==> src/rtl/modulo_sar7bits_pkg.sv <==
// Shared definitions for the successive-approximation search engine:
// trial-word width and the search state encoding.
package modulo_sar7bits_pkg;

  // Width of the trial word and of the recovered value (comparator is 7 bits).
  localparam int LARGURA = 7;

  // IDLE waits for start, TESTE runs one trial per cycle, FIM flags completion.
  typedef enum logic [1:0] {
    IDLE  = 2'd0,
    TESTE = 2'd1,
    FIM   = 2'd2
  } estado_t;

endpackage

==> src/rtl/modulo_verifica_onehot3.sv <==
// Combinational check that exactly one of the three comparator flags is set.
module modulo_verifica_onehot3 (
  input  logic AltB,
  input  logic AeqB,
  input  logic AgtB,
  output logic valido
);

  logic [2:0] flags;
  logic [2:0] soEste;

  assign flags = {AltB, AeqB, AgtB};

  // soEste[gi] is high when flag gi is the only flag raised.
  genvar gi;
  generate
    for (gi = 0; gi < 3; gi++) begin : gSoEste
      assign soEste[gi] = flags[gi] & ~|(flags & ~(3'b001 << gi));
    end
  endgenerate

  assign valido = |soEste;

endmodule

==> src/rtl/modulo_sar7bits.sv <==
// Successive-approximation search: drives trial words on B_out, reads the
// external comparator flags and recovers A one bit per cycle, MSB first.
module modulo_sar7bits #(
  parameter int LARGURA = 7
) (
  input  logic               clk,
  input  logic               reset,
  input  logic               start,
  input  logic               AltB_in,
  input  logic               AeqB_in,
  input  logic               AgtB_in,
  output logic [LARGURA-1:0] B_out,
  output logic [LARGURA-1:0] resultado,
  output logic               busy,
  output logic               done,
  output logic               erro
);

  import modulo_sar7bits_pkg::*;

  localparam int IdxW = $clog2(LARGURA);

  estado_t            stateReg, stateNext;
  logic [LARGURA-1:0] bReg, bNext;
  logic [LARGURA-1:0] resReg, resNext;
  logic [IdxW-1:0]    idxReg, idxNext;
  logic               erroReg, erroNext;

  logic               valido;
  logic [LARGURA-1:0] bitAtual;   // one-hot mask of the bit under test
  logic [LARGURA-1:0] bitAbaixo;  // one-hot mask of the next lower bit
  logic [LARGURA-1:0] trial;      // current trial after applying this cycle's decision

  modulo_verifica_onehot3 uOnehot (
    .AltB   (AltB_in),
    .AeqB   (AeqB_in),
    .AgtB   (AgtB_in),
    .valido (valido)
  );

  // Decode the bit index into masks for the current and the next lower bit.
  genvar gi;
  generate
    for (gi = 0; gi < LARGURA; gi++) begin : gMask
      assign bitAtual[gi]  = (idxReg == IdxW'(gi));
      assign bitAbaixo[gi] = (idxReg == IdxW'(gi + 1));
    end
  endgenerate

  // A<B means the trial overshot, so the bit under test is dropped.
  assign trial = AltB_in ? (bReg & ~bitAtual) : bReg;

  // State and datapath registers, cleared asynchronously by reset.
  always_ff @(posedge clk or posedge reset) begin
    if (reset) begin
      stateReg <= IDLE;
      bReg     <= '0;
      resReg   <= '0;
      idxReg   <= IdxW'(LARGURA - 1);
      erroReg  <= 1'b0;
    end else begin
      stateReg <= stateNext;
      bReg     <= bNext;
      resReg   <= resNext;
      idxReg   <= idxNext;
      erroReg  <= erroNext;
    end
  end

  // Next-state and datapath update for one comparison per cycle.
  always_comb begin
    stateNext = stateReg;
    bNext     = bReg;
    resNext   = resReg;
    idxNext   = idxReg;
    erroNext  = erroReg;
    case (stateReg)
      IDLE: begin
        if (start) begin
          stateNext = TESTE;
          bNext     = {1'b1, {(LARGURA-1){1'b0}}};
          idxNext   = IdxW'(LARGURA - 1);
          erroNext  = 1'b0;
        end
      end
      TESTE: begin
        if (!valido) begin
          // Inconsistent comparator answer: abandon the search.
          erroNext  = 1'b1;
          resNext   = '0;
          stateNext = FIM;
        end else if (AeqB_in) begin
          // Exact hit: remaining lower bits are already zero in the trial.
          resNext   = bReg;
          stateNext = FIM;
        end else if (idxReg == '0) begin
          resNext   = trial;
          bNext     = trial;
          stateNext = FIM;
        end else begin
          bNext   = trial | bitAbaixo;
          idxNext = idxReg - 1'b1;
        end
      end
      FIM: begin
        stateNext = IDLE;
      end
      default: begin
        stateNext = IDLE;
      end
    endcase
  end

  assign B_out     = bReg;
  assign resultado = resReg;
  assign erro      = erroReg;
  assign busy      = (stateReg == TESTE);
  assign done      = (stateReg == FIM);

endmodule

==> config.mk <==
export PLATFORM = sky130hd
export DESIGN_NAME = modulo_sar7bits
export DESIGN_NICKNAME = d
export VERILOG_FILES = /design/src/rtl/modulo_sar7bits_pkg.sv /design/src/rtl/modulo_verifica_onehot3.sv /design/src/rtl/modulo_sar7bits.sv
export SDC_FILE = /design/constraint.sdc
export NUM_CORES = 1
export LEC_CHECK = 0
export ABC_AREA = 1
export BUFFER_PORTS_ARGS = -buffer_cell sky130_fd_sc_hd__buf_2
export CORE_MARGIN = 2
export CORE_UTILIZATION = 58
export CTS_CLUSTER_SIZE = 16
export DETAILED_ROUTE_END_ITERATION = 7
export GPL_ROUTABILITY_DRIVEN = 0
export HOLD_SLACK_MARGIN = 0.1
export PLACE_DENSITY_LB_ADDON = 0.3
export SLEW_MARGIN = 20
export SYNTH_ARGS = -nofsm -noshare
export SYNTH_HDL_FRONTEND = slang
export SYNTH_HIERARCHICAL = 1
export SYNTH_SLANG_ARGS = --single-unit
==> constraint.sdc <==
create_clock -name clk -period 2.5 [get_ports clk]
set_input_delay 0.125 -clock clk [delete_from_list [all_inputs] [get_ports clk]]
set_output_delay 0.125 -clock clk [all_outputs]
set_load 0.1 [all_outputs]
---- Yosys cells after proc, flatten, opt, wreduce, memory -nomap -nowiden ----
Cells that the tools add are included.
storage, ports and cells
  flip-flop bits (word level) ............. 20
  bits in latches ......................... 0
  memory bits (writable) .................. 0
  bits in read-only memories .............. 0
  input bits .............................. 6
  output and inout bits ................... 17
  word-level logic and storage cells ...... 65
  memories ................................ 0
cells by class
  add/subtract/negate cells ............... 1
  $mul .................................... 0
  div/mod/pow operators ................... 0
  magnitude comparators ................... 0
  equality and inequality tests ........... 16
  shift operators ......................... 0
  mux-type cells .......................... 22
  bitwise operators ....................... 6
  reduce and logical (&&, ||, !) cells .... 15
operators by type and width
  kind                                                   number
  2-to-1 mux 7 bit                                       8
  case mux 7 bit (2 select lines)                        1
  == test 3 bit, second input constant                   4
  2-to-1 mux 3 bit                                       4
  2-to-1 mux 2 bit                                       4
  inequality test 2 bit, second input constant           4
  bitwise AND 7 bit                                      1
  inverter 7 bit                                         1
  bitwise OR 7 bit                                       1
  == test 3 x 2 -> 1 bit, second input constant          2
  case mux 3 bit (2 select lines)                        1
  OR reduction 2 bit                                     3
  AND reduction 5 bit                                    1
  inequality test 4 x 3 -> 1 bit, second input constant  1
  case mux 2 bit (2 select lines)                        1
  AND reduction 2 bit                                    2
  AND reduction 4 bit                                    1
  bitwise AND 1 bit                                      3
  == test 3 x 1 -> 1 bit, second input constant          1
  logical NOT 1 bit                                      3
  logical NOT 3 bit                                      1
  inequality test 3 x 2 -> 1 bit, second input constant  1
  AND reduction 3 bit                                    1
  OR reduction 3 bit                                     1
  8 further kinds                                        9

---- Longest topological paths before layout ----
Gate-level depths: netlist of run 1.
  depth in word-level cells ............... 9
  mapped depth ............................ 12
  mapped depth without buffers ............ 11

---- By module ----
The synthesis of run 1 kept the hierarchy.
modules (own cells, without submodules)
  module                   instances  cells each  area an instance (µm²)  seq. area each (µm²)
  modulo_sar7bits          1          144         1179.9                  503.0
  modulo_verifica_onehot3  1          8           32.5                    0.0

---- Least setup slack after synthesis of run 1 ----
No wires, ideal clock.
  kind .................................... register to output
  from .................................... reg stateReg[1]
  to ...................................... out done
  data arrival time ....................... 1.747 ns
  data required time ...................... 2.375 ns
  path slack .............................. 0.628 ns
  cell stages (with the launch flop) ...... 3
  path through ............................ dfrtp_1 inv_2 nor2_1
on the way
  cells in the longest elaborated chain, start to end .. 1
RTL lines
  element                   line                    source
  start: declaration        modulo_sar7bits.sv:23   estado_t stateReg, stateNext;
  start signal: assignment  modulo_sar7bits.sv:62   stateReg <= stateNext;
  == test 2 bit             modulo_sar7bits.sv:118  assign done = (stateReg == FIM);
  end: declaration          modulo_sar7bits.sv:15   output logic done,
No other way between the ends.

---- Worst setup path in the final report of run 1 ----
  from .................................... reg stateReg[1]
  to ...................................... out busy
on the way
  cells in the longest elaborated chain, start to end .. 1
RTL lines
  element                 line                    source
  == test 2 x 1 -> 1 bit  modulo_sar7bits.sv:117  assign busy = (stateReg == TESTE);
  end: declaration        modulo_sar7bits.sv:14   output logic busy,
No other way between the ends.

==> run metrics, run 1 <==
worst min path class=in2reg; port bufs=22; Tightest Pin Transition=746.6 ps; synthesized area=1212 um^2; r2r startpoint=idxReg[1]; crit path max fanout=9; share of total power in sequential cells=31.3%; row count=16; Max Cap Viol=0; clk sinks=20; Internal Power=677.8 uW; Max IR drop VDD=849.0 uV; GR peak layer=met2; met2 usage=41.33%; Worst Setup SP=stateReg[1]; post_cts resized=0; most common library cell in the layout ignoring fill and taps=nand2_1; Yosys reg bits=20; DRC viols=0; first-pass GRT wire length=4360 um; crit end category=primary output; cell area power density=1128 nW/um^2; Max Clock Freq=0.6236 GHz; IO Count=23; clk_lat worst skew=300 ps; post-synthesis sequential area ratio=41.49%; R2R setup slack=950 ps; combinational share of power=56.4%; Slew Limit Fails=0; Final Hold Viols=0; Total GRT Usage=23.12%; clock network power share=12.4%; first drt pass iteration count=5; synth unique cells=19; Detailed Route Iter0 Violations=26; Place WS=854.2 ps; commonest non-fill, non-tap cells in the layout=nand2_1, buf_2, nand3_1; Synth area leaders=dfrtp_1, nand2_1, nand3_1, ha_1, dfstp_2; Antenna Nets Post-Route=0; status=completed; worst hold stages=3; Avg WL per Cell=12.56 um; met3 global-route usage=2.727%; grt ovf=0; Final WS setup=896.5 ps; Die ar.=2472 um^2; Final Util=69.71%; core box area=1962 um^2; FF-to-FF path depth=8; Slew HR=50.17%; Die H=49.72 um; Initial Utilization=61.80%; Psw=864.5 uW; largest area contributor in the netlist=dfrtp_1; syn_nets=163; startpoint types=flop; CTS buffer count=3; Buf+Inv Stages, Crit Path=1; CTS tree=yes; crit-path cells=nor2_8 -> buf_2; Worst R2R End=resultado[0]; Die Span X=49.72 um; Via-to-Cell Ratio=5.296; Final min period=1604 ps; Post-Synthesis Cells=152; WS Path Type=reg2out; vias=1,075; Leak Pwr=0.8059 nW; hold slack=259.5 ps; Antenna Cells=0; Fin Clk Skew=4.086 ps; Sw Share=56.05%; pin count of the biggest net entering global routing=21; Post-DP HPWL=1914 um; Fin Setup TNS=0 ps; period utilization=64.14%; Yosys top cell area share=37.15%; YS warnings=6; fill count=166; CP peak stage delay=480 ps; CP required=2380 ps; Mapped Avg Cell Area=7.976 um^2; root buf cell=clkbuf_4; Worst EP arrival=1480 ps; Worst path top cell family by delay=flip-flops; H-tree depth=1; Hold Crit Start=start; Nets=188; initial antenna violation count=0; final setup vio count=0; post-CTS setup buffers=0; vias in the first global route=1,015; Layout area overhead=12.80%; DRT Wirelength=2550 um; Clock transition at path regs=110 ps; maximum clock insertion buffer count=2; share of layout cells above drive strength 1=30.11%; hold buffers post-CTS=1; Slowest-stage cell, CP=dfrtp_1; met1 global-route usage=28.85%; RSZ-0062 raised after global routing=false; Worst Hold Path EP=stateReg[0]
## routing by layer
metal	vias to the layer above	wire length (um)
met5	-	0
met1	499	1067
met2	44	1292
met3	8	143
li1	524	-
met4	0	46
## worst max path at each step
stage	endpoint	cells past startpoint
after global placement	resultado[1]	12
after global routing	resultado[0]	8
after detailed placement	resultado[3]	12
after CTS	busy	2
final	busy	2
after floorplan	done	2
## tightest hold or removal path, delay by kind of cell
family	cells	cell delay (ps)
simple gates	2	300
buf+inv	1	100
## state kept, by name (all words and copies together), names as in the netlist
signal     flops
B_out          7
erro           1
idxReg         3
resultado      7
stateReg       2
## logic make-up (layout without fill, tap and decap cells)
kind of cell,count (synthesis),count (layout),synth area share [%]
AO/OA/AOI/OAI,6,6,3.716
AND/OR/NAND/NOR,104,104,42.42
buffers and inverters,17,41,7.224
adder cells (fa/ha/maj),5,5,5.160
flip-flops,20,20,41.49
## through the flow
step | power [mW] | cell area [um^2] | instances
after global routing | 1.629 | 1368 | 203
after global placement | 1.330 | 1321 | 198
after CTS | 1.547 | 1368 | 203
after detailed placement | 1.356 | 1321 | 198
final | 1.542 | 1368 | 203
after floorplan | 1.237 | 1212 | 152
## power groups by stage
stage	sequential [mW]	combinational [mW]	clock, mW
global placement	0.483	0.848	0
finish	0.482	0.869	0.191
floorplan	0.757	0.480	0
detailed placement	0.490	0.865	0
global route	0.494	0.927	0.208
CTS	0.484	0.869	0.194
## Yosys cell counts (all sizes together)
master	n
nand2	69
nand3	21
dfrtp	18
inv	14
nor2	12
ha	5
o21ai	5
buf	3
dfstp	2
a22o	1
nand4	1
or2	1
## cell type report
type	instances	area (um^2)	area share [%]
multi-input cells	115	621.8	45.47
flip-flops and latches	20	503.0	36.78
repair buffers	23	120.1	8.783
inverters	14	52.55	3.843
clock buffers	4	36.28	2.653
well taps	27	33.78	2.470
(Power assumes the default switching activity.)
==> inputs of run 2 (changes only) <==
--- a/config.mk
+++ b/config.mk
@@ -8,7 +8,7 @@
 export ABC_AREA = 1
 export BUFFER_PORTS_ARGS = -buffer_cell sky130_fd_sc_hd__buf_2
 export CORE_MARGIN = 2
-export CORE_UTILIZATION = 58
+export CORE_UTILIZATION = 49
 export CTS_CLUSTER_SIZE = 16
 export DETAILED_ROUTE_END_ITERATION = 7
 export GPL_ROUTABILITY_DRIVEN = 0
==> constraint.sdc (replaced) <==
create_clock -name clk -period 1.45 [get_ports clk]
set_input_delay 0.0725 -clock clk [delete_from_list [all_inputs] [get_ports clk]]
set_output_delay 0.0725 -clock clk [all_outputs]
set_load 0.1 [all_outputs]
==> run metrics, run 2 (synthesized netlist as in run 1, its figures left out) <==
status=completed; Sw Share=54.00% (-2.1 points); CP most frequent cell=nand2_4; CTS tree=yes; grt ovf=0 (unchanged); overall power=2.837 mW (+84%); Leak Pwr=0.8439 nW (+4.7%); Detailed Route Iter0 Violations=39 (+50%); register area=503.0 um^2 (unchanged); Die H=53.74 um (+8.1%); period utilization=94.80%; crit end category=flop; Worst Setup SP=idxReg[1]; clk sinks=20 (unchanged); DRC viols=0 (unchanged); Worst EP arrival=1610 ps (+130 ps); pin count of the biggest net entering global routing=21 (unchanged); cell area power density=1938 nW/um^2 (+72%); worst min path class=in2reg; Worst path top cell family by delay=flip-flops; Die Span X=53.74 um (+8.1%); H-tree depth=1 (unchanged); Internal Power=1.305 mW (+93%); clock network power share=11.4% (-1.0 points); Antenna Nets Post-Route=0 (unchanged); Avg WL per Cell=12.20 um (-2.9%); CTS buffer count=3 (unchanged); port bufs=22 (unchanged); fill count=199 (+20%); share of layout cells above drive strength 1=34.07% (+4.0 points); WS Path Type=reg2reg; Max IR drop VDD=1593 uV (+88%); Hold Crit Start=AeqB_in; Final Instance Count excl. Fillers=212 (+4.4%); initial antenna violation count=0 (unchanged); DRT Wirelength=2587 um (+1.5%); Final Hold Viols=0 (unchanged); maximum clock insertion buffer count=2 (unchanged); row count=18 (+2); combinational share of power=59.4% (+3.0 points); Post-DP HPWL=1901 um (-0.65%); Nets=194 (+3.2%); Layout area overhead=20.74%; Total GRT Usage=18.92% (-4.2 points); Fin Clk Skew=3.878 ps (-0.2072 ps); share of total power in sequential cells=29.2% (-2.1 points); IO Count=23 (unchanged); Antenna Cells=0 (unchanged); clk_lat worst skew=300 ps (about the same); root buf cell=clkbuf_4; area of the multi-input gates=639.4 um^2 (+2.8%); startpoint types=flop; vias in the first global route=942 (-7.2%); first-pass GRT wire length=3995 um (-8.4%); Max Clock Freq=0.7275 GHz; final setup vio count=0 (unchanged); core box area=2410 um^2 (+23%); Initial Utilization=50.31% (-11 points); most common library cell in the layout ignoring fill and taps=nand2_1; Psw=1.532 mW (+77%); first drt pass iteration count=4 (-1); Max Cap Viol=0 (unchanged); Buf+Inv Stages, Crit Path=2 (+1); crit-path cells=inv_1 -> ha_4 -> nand2_4 -> nand2_4 -> nand2_4 -> buf_12 -> nand2_2 -> o21ai_2; Clock transition at path regs=120 ps (about the same); Tightest Pin Transition=484.4 ps (-262.2 ps); commonest non-fill, non-tap cells in the layout=nand2_1, buf_2, nand3_1; Post-Place Cells=205 (+3.5%); CP peak stage delay=570 ps (+90 ps); Slew HR=67.93% (+18 points); Slew Limit Fails=0 (unchanged); vias=1,104 (+2.7%); CP required=1680 ps (-700 ps); Slowest-stage cell, CP=dfstp_2; Die ar.=2888 um^2 (+17%); Via-to-Cell Ratio=5.208 (-1.7%); Final min period=1375 ps; crit path max fanout=10 (+1); r2r startpoint=idxReg[1]
==> run 2: cell types whose count changed in the layout (fill, tap and decap cells not counted), sizes merged <==
| cell | previous run | this run |
|---|---|---|
| buf | 22 | 27 |
| clkbuf | 4 | 5 |
==> run 2: area by class of cell <==
class | count | area share [%]
clock buffers | 4 | 2.479
inverters | 14 | 3.590
flip-flops and latches | 20 | 34.36
well taps | 30 | 2.564
repair buffers | 29 | 13.33
multi-input cells | 115 | 43.68
==> run 2: worst paths after layout <==
check / to / slack (ps) / depth (start not counted)
min reg2reg: resultado[5] / 500 / 2
max in group asynchronous: idxReg[1] / 860 / 4
max: resultado[4] / 80 / 8
max reg2reg: resultado[4] / 80 / 8
min in group asynchronous: resultado[2] / 320 / 4
min: resultado[3] / 230 / 5
==> run 2: metrics by stage <==
stage | utilization [%] | area [um^2] | hold slack, ps | setup TNS (ps) | worst slack (ps)
finish | 60.75 | 1464 | 228.8 | 0 | 75.41
global route | 60.75 | 1464 | 243.9 | -3.354 | -3.354
CTS | 59.40 | 1431 | 217.3 | 0 | 6.361
detailed placement | 57.48 | 1385 | 111.2 | 0 | 33.04
global placement | 57.48 | 1385 | 105.2 | 0 | 88.95
floorplan | - | 1215 | 34.85 | 0 | 79.00
==> run 2: repair_timing <==
item,CTS,global route
endpoints found under the setup margin,0,13
hold buffers,1,0
buffers inserted,0,2
resized for setup,0,4
endpoints found under the hold margin,20,0
==> run 2: power groups by stage <==
stage | Clock [mW] | Combinational, mW | Sequential [mW]
2_1_floorplan | 0 | 0.831 | 1.31
3_3_place_gp | 0 | 1.57 | 0.833
3_5_place_dp | 0 | 1.60 | 0.840
4_1_cts | 0.329 | 1.61 | 0.828
5_1_grt | 0.353 | 1.81 | 0.850
6_report | 0.324 | 1.69 | 0.828
==> run 2: worst register-to-register path, delay by kind of cell (launching register included) <==
family	cells	cell delay [ps]
compound gates	1	40
fa+ha+maj	1	190
buf+inv	2	230
flops	1	570
simple gates	4	280
==> run 2: per-layer routing <==
metal  vias up  track usage (%)  share of wire (%)
met5         -                0                  0
met4         0            6.838                1.6
met3         6            3.056                5.3
met2        45            33.13                 50
met1       516            23.24                 43
li1        537                -                  -
